[config.mk]
export PLATFORM = sky130hd
export DESIGN_NAME = tlb_test_register
export DESIGN_NICKNAME = d
export VERILOG_FILES = /design/src/rtl/tlb_test_pkg.sv /design/src/rtl/tlb_test_sequencer.sv /design/src/rtl/tlb_test_register.sv
export SDC_FILE = /design/constraint.sdc
export NUM_CORES = 1
export LEC_CHECK = 0
export ABC_AREA = 1
export BUFFER_PORTS_ARGS = -buffer_cell sky130_fd_sc_hd__buf_2
export CAP_MARGIN = 20
export CELL_PAD_IN_SITES_DETAIL_PLACEMENT = 1
export CELL_PAD_IN_SITES_GLOBAL_PLACEMENT = 1
export CORE_ASPECT_RATIO = 1.4
export CORE_UTILIZATION = 44
export CTS_BUF_LIST = sky130_fd_sc_hd__clkbuf_8
export DETAILED_ROUTE_END_ITERATION = 8
export PLACE_DENSITY = 0.93
export SYNTH_ARGS = -nofsm -noshare
export SYNTH_HDL_FRONTEND = slang
export SYNTH_HIERARCHICAL = 1
export SYNTH_SLANG_ARGS = --single-unit
[constraint.sdc]
create_clock -name clock -period 8.1 [get_ports clock]
set_clock_uncertainty 0.2 [all_clocks]
set_input_delay 1.62 -clock clock [delete_from_list [all_inputs] [get_ports clock]]
set_output_delay 1.62 -clock clock [all_outputs]
set_load 0.02 [all_outputs]
[src/rtl/tlb_test_pkg.sv]
// Shared definitions for the TLB test register block: sequencer states,
// TR(CMD)/TR(DATA) field positions and parameter defaults.
package tlb_test_pkg;

    typedef enum logic {
        ST_IDLE = 1'b0,
        ST_REQ  = 1'b1
    } seq_state_e;

    // Field positions inside the command/data test registers
    localparam int unsigned TR_C_BIT   = 0;
    localparam int unsigned TR_REP_LO  = 2;
    localparam int unsigned TR_REP_HI  = 3;
    localparam int unsigned TR_HT_BIT  = 4;
    localparam int unsigned TR_TAG_LO  = 12;  // tag runs up to the register MSB

    localparam int unsigned DEF_NUM_REGS   = 8;
    localparam int unsigned DEF_DATA_WIDTH = 32;
    localparam int unsigned DEF_CMD_INDEX  = 6;
    localparam int unsigned DEF_DATA_INDEX = 7;
    localparam int unsigned DEF_TIMEOUT    = 16;

endpackage

[src/rtl/tlb_test_sequencer.sv]
// Request/acknowledge sequencer for TLB test operations: holds the
// request snapshot, runs the ack timeout and flags lookup completion.
module tlb_test_sequencer
    import tlb_test_pkg::*;
#(
    parameter int unsigned DATA_WIDTH = DEF_DATA_WIDTH,
    parameter int unsigned TIMEOUT    = DEF_TIMEOUT
) (
    input  logic                  clock,
    input  logic                  reset,
    input  logic                  start,
    input  logic                  start_op,
    input  logic [DATA_WIDTH-1:0] start_cmd,
    input  logic [DATA_WIDTH-1:0] start_data,
    input  logic                  tlb_ack,
    output logic                  busy,
    output logic                  tlb_req,
    output logic                  tlb_op,
    output logic [DATA_WIDTH-1:0] tlb_cmd,
    output logic [DATA_WIDTH-1:0] tlb_data,
    output logic                  timeout_error,
    output logic                  lookup_done
);

    localparam int unsigned CW = $clog2(TIMEOUT + 1);

    seq_state_e            state, state_next;
    logic [CW-1:0]         count, count_next;
    logic                  op_next, terr_next;
    logic [DATA_WIDTH-1:0] cmd_next, data_next;

    always_ff @(posedge clock) begin
        if (reset) begin
            state         <= ST_IDLE;
            count         <= '0;
            tlb_op        <= 1'b0;
            tlb_cmd       <= '0;
            tlb_data      <= '0;
            timeout_error <= 1'b0;
        end else begin
            state         <= state_next;
            count         <= count_next;
            tlb_op        <= op_next;
            tlb_cmd       <= cmd_next;
            tlb_data      <= data_next;
            timeout_error <= terr_next;
        end
    end

    // An ack in the final counted cycle still completes the operation.
    always_comb begin
        state_next  = state;
        count_next  = count;
        op_next     = tlb_op;
        cmd_next    = tlb_cmd;
        data_next   = tlb_data;
        terr_next   = timeout_error;
        lookup_done = 1'b0;
        case (state)
            ST_IDLE: begin
                if (start) begin
                    state_next = ST_REQ;
                    count_next = CW'(TIMEOUT);
                    op_next    = start_op;
                    cmd_next   = start_cmd;
                    data_next  = start_data;
                    terr_next  = 1'b0;
                end
            end
            ST_REQ: begin
                if (tlb_ack) begin
                    state_next  = ST_IDLE;
                    lookup_done = tlb_op;
                end else begin
                    count_next = count - CW'(1);
                    if (count == CW'(1)) begin
                        state_next = ST_IDLE;
                        terr_next  = 1'b1;
                    end
                end
            end
            default: state_next = ST_IDLE;
        endcase
    end

    assign busy    = (state == ST_REQ);
    assign tlb_req = (state == ST_REQ);

endmodule

[src/rtl/tlb_test_register.sv]
// Bank of byte-writable test registers with a registered read port; a
// write to the command register launches a TLB test operation.
module tlb_test_register
    import tlb_test_pkg::*;
#(
    parameter int unsigned NUM_REGS   = DEF_NUM_REGS,
    parameter int unsigned DATA_WIDTH = DEF_DATA_WIDTH,
    parameter int unsigned CMD_INDEX  = DEF_CMD_INDEX,
    parameter int unsigned DATA_INDEX = DEF_DATA_INDEX,
    parameter int unsigned TIMEOUT    = DEF_TIMEOUT
) (
    input  logic                           clock,
    input  logic                           reset,
    input  logic                           write_enable,
    input  logic [$clog2(NUM_REGS)-1:0]    write_index,
    input  logic [DATA_WIDTH/8-1:0]        write_byte_enable,
    input  logic [DATA_WIDTH-1:0]          write_data,
    input  logic [$clog2(NUM_REGS)-1:0]    read_index,
    output logic [DATA_WIDTH-1:0]          read_data,
    output logic [NUM_REGS*DATA_WIDTH-1:0] tr_flat,
    output logic                           busy,
    output logic                           timeout_error,
    output logic                           tlb_req,
    output logic                           tlb_op,
    output logic [DATA_WIDTH-1:0]          tlb_cmd,
    output logic [DATA_WIDTH-1:0]          tlb_data,
    input  logic                           tlb_ack,
    input  logic                           tlb_hit,
    input  logic [1:0]                     tlb_rep,
    input  logic [DATA_WIDTH-1:0]          tlb_rdata
);

    localparam int unsigned NB = DATA_WIDTH / 8;
    localparam logic [DATA_WIDTH-1:0] TAG_MASK =
        {{(DATA_WIDTH - TR_TAG_LO){1'b1}}, {TR_TAG_LO{1'b0}}};

    logic [DATA_WIDTH-1:0] tr [NUM_REGS];
    logic [DATA_WIDTH-1:0] merged, lookup_value;
    logic wr_in_range, rd_in_range, wr_locked, wr_accept, start, lookup_done;

    always_comb begin
        wr_in_range = 32'(write_index) < NUM_REGS;
        rd_in_range = 32'(read_index) < NUM_REGS;
        wr_locked   = busy && (32'(write_index) == CMD_INDEX ||
                               32'(write_index) == DATA_INDEX);
        wr_accept   = write_enable && wr_in_range && !wr_locked;
        start       = wr_accept && 32'(write_index) == CMD_INDEX &&
                      write_byte_enable[0];
    end

    always_comb begin
        merged = wr_in_range ? tr[write_index] : '0;
        for (int unsigned b = 0; b < NB; b++) begin
            if (write_byte_enable[b])
                merged[b*8 +: 8] = write_data[b*8 +: 8];
        end
    end

    // Lookup result: hit/rep always land, the tag only on a hit.
    always_comb begin
        lookup_value                         = tr[DATA_INDEX];
        lookup_value[TR_HT_BIT]              = tlb_hit;
        lookup_value[TR_REP_HI:TR_REP_LO]    = tlb_rep;
        if (tlb_hit)
            lookup_value = (lookup_value & ~TAG_MASK) | (tlb_rdata & TAG_MASK);
    end

    always_ff @(posedge clock) begin
        if (reset) begin
            for (int unsigned i = 0; i < NUM_REGS; i++)
                tr[i] <= '0;
            read_data <= '0;
        end else begin
            if (wr_accept)
                tr[write_index] <= merged;
            if (lookup_done)
                tr[DATA_INDEX] <= lookup_value;
            read_data <= rd_in_range ? tr[read_index] : '0;
        end
    end

    always_comb begin
        tr_flat = '0;
        for (int unsigned i = 0; i < NUM_REGS; i++)
            tr_flat[i*DATA_WIDTH +: DATA_WIDTH] = tr[i];
    end

    tlb_test_sequencer #(
        .DATA_WIDTH (DATA_WIDTH),
        .TIMEOUT    (TIMEOUT)
    ) u_sequencer (
        .clock         (clock),
        .reset         (reset),
        .start         (start),
        .start_op      (write_data[TR_C_BIT]),
        .start_cmd     (merged),
        .start_data    (tr[DATA_INDEX]),
        .tlb_ack       (tlb_ack),
        .busy          (busy),
        .tlb_req       (tlb_req),
        .tlb_op        (tlb_op),
        .tlb_cmd       (tlb_cmd),
        .tlb_data      (tlb_data),
        .timeout_error (timeout_error),
        .lookup_done   (lookup_done)
    );

endmodule
==> impl_metrics.toml, run 1 <==
[global_route]
grt_pass1_vias = 20500
antenna_found_initial = 3
overflow = 0
grt_pass1_wl_um = 121000
grt_max_degree = 101
track_usage = 0.382

[routing]
drtAntennaViolNets = 0
routed_via_density = 5.96
vias = 19300
dr.pass1.iters = 8
wl_per_cell_um = 25.5
wirelength_um = 82800
drc = 0
drt_iter0_drc = 2028

[clock_network]
hold_buffers = 0
cts.clk_slew.worst_paths_ps = 60
cts_tree = "done"
clock_latency_ps = 650
clock_path_buffers = 3
cts_buffers = 58
h-tree-depth = 2
cts-resized-gates = 0
root_buffer = "clkbuf_8"
cts_setup_buffers = 0
cts_sinks = 360

[worst_hold_path]
hp-class = "flip-flop to flip-flop"

[logic_synthesis]
ys_ff_latch = 360
synth_edf_count = 256
yosysWarnings = 6
yosys-top-cells-count = "nor2_1, nand2_1, edfxtp_1, o21ai_0, inv_1"
synthTopCellsByArea = "edfxtp_1, nor2_1, dfxtp_1, nand2_1, o21ai_0"
synthCells = 2295
netlist.area_leader.share = 0.422
synth_most_common_cell = "nor2_1"
synth-main-ff-cell = "edfxtp_1"
async_reset_ff_frac = 0
synthesis.area_um2 = 18200
avgSynthCellArea_um2 = 7.94
syn-num-nets = 2378
yosysSeqAreaShare = 0.536
yosys.area.top_type = "edfxtp_1"
synth_cell_types = 35

[floorplan]
core_um2 = 40500
ioPinCount = 437
die_w_um = 174
rows = 87
die_area_um2 = 42200
die_h_um = 243
start_util = 0.450

[place]
io_buffers = 424
hpwlAfterDp_um = 51000
placed_area_um2 = 20400
place.gp.congestion = 0.887

[power_and_ir_drop]
design_power_total_mw = 4.46
ir_drop_uv = 183
p_leak_nw = 10.0
pwr_density_cell_nw_per_um2 = 206

[run]
cap_violations = 0

[final_layout]
area_growth_pct = 19.0
post_route_cells_drive_above_1_share = 0.222
final_cell_area_um2 = 21700
nets = 2741
fin_util = 0.535

[timing]
hold_violations = 0
fin_tns_setup_ps = 0
worst_pin_slew_ps = 1170
slew_headroom = 0.221
timing.final.crit_share = 0.665
fmax_ghz = 0.186
period_needed_ps = 5390
setup_viol = 0
rsz0062_at_grt = "false"
maxSlewViolCount = 0
hold_slack_ps = 278

[setup_path]
cp_data_required_time_ps = 8220
crit_end = "tr[6][23]$_SDFFCE_PN0P_"
reg2reg_to = "tr[6][23]$_SDFFCE_PN0P_"
critPathArrivalTime_ps = 5500
worst_setup_path_start_kind = "primary input"
worst-r2r-setup-slack_ps = 4460
end_kind = "flip-flop"
crit_path_max_fanout = 60
reg2regPathDepth = 8
crit_start = "write_index[0]"
worstReg2RegStart = "u_sequencer/busy$_SDFF_PP0_"
critical_path_class = "primary input to flip-flop"

[status]
status = "finished clean"
==> report_power, final <==
part           leakage, nW  internal [mW]  switching (mW)  total [mW]
clock                0.676          0.857           0.797        1.65
combinational         5.87          0.167           0.506       0.673
sequential            3.49           2.05          0.0738        2.13
==> registers in the layout, summed over array words and instances, names as in the netlist <==
register	count
u_sequencer/count	5
u_sequencer/busy	1
read_data	32
u_sequencer/tlb_op	1
tr	256
u_sequencer/tlb_data	32
u_sequencer/timeout_error	1
u_sequencer/tlb_cmd	32
==> worst max-delay path, stage by stage <==
cell and delay [ps]:
buf_4 590, clkinv_2 950, nand2_1 400, nor2_4 150, nand2_2 820, nand2_2 450
buf_4 430
==> cell families (layout without fill, tap and decap cells) <==
family	Yosys count	after routing	share of synthesized area
AO/OA/AOI/OAI	359	359	0.102
flip-flops	360	360	0.536
buffers and inverters	331	741	0.0833
other	0	4	0
adder cells (fa/ha/maj)	2	2	0.00137
AND/OR/NAND/NOR	1243	1243	0.277
==> final cells by class <==
cell class / instances / area, um^2
Sequential cell: 360 / 9770
Clock buffer: 68 / 936
Fill cell: 5097 / 18800
Clock inverter: 39 / 243
Tap cell: 534 / 668
Timing Repair Buffer: 445 / 2370
Multi-Input combinational cell: 1604 / 6970
Inverter: 189 / 717
Antenna cell: 4 / 10.0
==> cells in the final DEF, fill, tap and decap left out, types with 2 or more instances in the layout <==
cell / instances
nor2_1: 584
nand2_1: 478
buf_2: 422
o21ai_0: 256
edfxtp_1: 256
inv_1: 195
nand3_1: 118
dfxtp_1: 104
a21oi_1: 76
clkbuf_8: 68
or2_2: 31
buf_4: 17
o211ai_1: 13
clkinv_2: 13
nand2_2: 11
o21ai_1: 8
inv_2: 7
clkinv_1: 7
nand3_4: 6
nor2_4: 5
buf_12: 5
diode_2: 4
nand3_2: 3
nand4_1: 3
bufinv_16: 3
inv_4: 2
o22ai_1: 2
o21bai_1: 2
ha_1: 2
==> metal layers <==
| layer | global-route usage | vias up | wire, um |
|---|---|---|---|
| li1 | - | 8138 | - |
| met1 | 0.416 | 9340 | 28400 |
| met2 | 0.641 | 1409 | 39700 |
| met3 | 0.0796 | 430 | 8260 |
| met4 | 0.312 | 0 | 6550 |
| met5 | 0 | - | 0 |
==> worst min-delay path by stage <==
stage,from,endpoint,slack (ps),cells after the start
after detailed placement,u_sequencer/timeout_error$_SDFFE_PP0P_,u_sequencer/timeout_error$_SDFFE_PP0P_,260,2
after global placement,u_sequencer/count[2]$_SDFFE_PP0P_,u_sequencer/count[2]$_SDFFE_PP0P_,250,2
after floorplan,u_sequencer/count[2]$_SDFFE_PP0P_,u_sequencer/count[2]$_SDFFE_PP0P_,240,2
after CTS,u_sequencer/tlb_data[22]$_SDFFE_PP0P_,u_sequencer/tlb_data[22]$_SDFFE_PP0P_,280,2
after global routing,u_sequencer/tlb_cmd[10]$_SDFFE_PP0P_,u_sequencer/tlb_cmd[10]$_SDFFE_PP0P_,310,2
final,u_sequencer/tlb_data[22]$_SDFFE_PP0P_,u_sequencer/tlb_data[22]$_SDFFE_PP0P_,280,2
==> through the flow <==
step                      setup slack (ps)  cells
final                                 2710   3243
after global routing                  2700   3241
after CTS                             2860   3234
after detailed placement              2220   3127
after global placement                2310   3126
after floorplan                       4160   2295
No activity file was read; power rests on OpenSTA's default activity.
==> run 2, diff against run 1 <==
--- a/config.mk
+++ b/config.mk
@@ -11,10 +11,10 @@
 export CELL_PAD_IN_SITES_DETAIL_PLACEMENT = 1
 export CELL_PAD_IN_SITES_GLOBAL_PLACEMENT = 1
 export CORE_ASPECT_RATIO = 1.4
-export CORE_UTILIZATION = 44
+export CORE_UTILIZATION = 37
 export CTS_BUF_LIST = sky130_fd_sc_hd__clkbuf_8
 export DETAILED_ROUTE_END_ITERATION = 8
-export PLACE_DENSITY = 0.93
+export PLACE_DENSITY = 0.83
 export SYNTH_ARGS = -nofsm -noshare
 export SYNTH_HDL_FRONTEND = slang
 export SYNTH_HIERARCHICAL = 1
==> constraint.sdc (replaced) <==
create_clock -name clock -period 4.5 [get_ports clock]
set_clock_uncertainty 0.2 [all_clocks]
set_input_delay 0.9 -clock clock [delete_from_list [all_inputs] [get_ports clock]]
set_output_delay 0.9 -clock clock [all_outputs]
set_load 0.02 [all_outputs]
==> impl_metrics.toml, run 2 (synthesis gave the netlist of run 1 again) <==
[power_and_ir_drop]
ir_drop_uv = 238
pwr_density_cell_nw_per_um2 = 367
p_leak_nw = 10.2
design_power_total_mw = 8.09

[setup_path]
cp.depth = 13
cp_num_buf_inv = 4
worstReg2RegStart = "u_sequencer/busy$_SDFF_PP0_"
cp_data_required_time_ps = 4820
crit_path_max_fanout = 70
reg2regPathDepth = 10
cp_slowest_cell = "buf_4"
end_kind = "flip-flop"
crit_path_max_incr_delay_ps = 720
worst_setup_path_start_kind = "primary input"
crit_family = "buffers and inverters"
crit_chain = "buf_4 -> clkinv_2 -> nand2_1 -> nor2_4 -> inv_1 -> nor2_1 -> nand2_4 -> buf_4 -> nand2_1 -> nand3_1 -> nand2_1 -> nor2_1 -> nor2_1"
critPathArrivalTime_ps = 3590
crit_start = "write_index[0]"
critical_path_class = "primary input to flip-flop"

[clock_network]
cts_setup_buffers = 0
cts-resized-gates = 0
clock_latency_ps = 640
cts_sinks = 360
root_buffer = "clkbuf_8"
cts_buffers = 59
cts_tree = "done"
clock_path_buffers = 3
h-tree-depth = 2
hold_buffers = 0
cts.clk_slew.worst_paths_ps = 70

[timing]
fmax_ghz = 0.305
rsz0062_at_grt = "false"
slew_headroom = 0.234
hold_violations = 0
fin_tns_setup_ps = 0
layout_setup_ws_ps = 1220
maxSlewViolCount = 0
setup_viol = 0
period_needed_ps = 3280
timing.final.crit_share = 0.728
hold_slack_ps = 267
worst_pin_slew_ps = 1150

[final_layout]
final_cell_mix = "nor2_1, nand2_1, buf_2, o21ai_0, edfxtp_1"
final_common_cell = "nor2_1"
stdcell_count = 3364
largest_register_ffs = 256
final_cell_area_um2 = 22100
area_growth_pct = 21.1
top_register = "tr"
fin_util = 0.457
nets = 2764
post_route_cells_drive_above_1_share = 0.227

[place]
hpwlAfterDp_um = 54500
place.gp.congestion = 0.893
placed_area_um2 = 20800
io_buffers = 424
dp_slack_ps = 607
dpl.cell_count = 3249

[floorplan]
start_util = 0.377
die_w_um = 190
core_um2 = 48300
die_h_um = 265
die_area_um2 = 50100
rows = 95
ioPinCount = 437

[worst_hold_path]
hold_start = "u_sequencer/timeout_error$_SDFFE_PP0P_"
hp-class = "flip-flop to flip-flop"
holdPathStages = 2

[global_route]
grt_pass1_vias = 19700
grt_max_degree = 108
track_usage = 0.322
grt_pass1_wl_um = 120000
overflow = 0
antenna_found_initial = 3

[routing]
dr.pass1.iters = 5
wirelength_um = 81900
drtAntennaViolNets = 0
routed_via_density = 5.52
drc = 0
vias = 18600
drt_iter0_drc = 1469
wl_per_cell_um = 24.3

[status]
status = "finished clean"

[run]
cap_violations = 0
[run 2: final timing paths]
path	to	slack, ps
worst max-delay path	u_sequencer/count[4]$_SDFFE_PP0P_	1220
worst min-delay path	u_sequencer/timeout_error$_SDFFE_PP0P_	270
worst min register to register	u_sequencer/timeout_error$_SDFFE_PP0P_	270
worst max register to register	u_sequencer/count[4]$_SDFFE_PP0P_	1740
[run 2: area by class of cell]
cell class,count,area (um^2)
Fill cell,6082,26200
Clock inverter,46,330
Sequential cell,360,9770
Timing Repair Buffer,467,2580
Tap cell,630,788
Clock buffer,65,895
Antenna cell,3,7.51
Inverter,189,717
Multi-Input combinational cell,1604,6970
[run 2: worst register-to-register path, cell delays in order, from the launching register on]
cell     delay, ps
dfxtp_1        550
nand3_2        140
nand3_1        130
nor2_1          80
nand2_4         90
buf_4          720
nand2_1        330
nand3_1        180
nand2_1         70
nor2_1         120
nor2_1          50
[run 2: power breakdown]
part / switching, mW / internal, mW
registers: 0.125 / 3.70
logic: 0.892 / 0.315
clock network: 1.45 / 1.62
[run 2: routing by layer]
metal | GRT usage | routed length [um] | up-vias
met3 | 0.0653 | 6330 | 304
met5 | 0 | 0 | -
met2 | 0.562 | 40600 | 999
met4 | 0.216 | 5640 | 0
met1 | 0.349 | 29300 | 9103
li1 | - | - | 8179
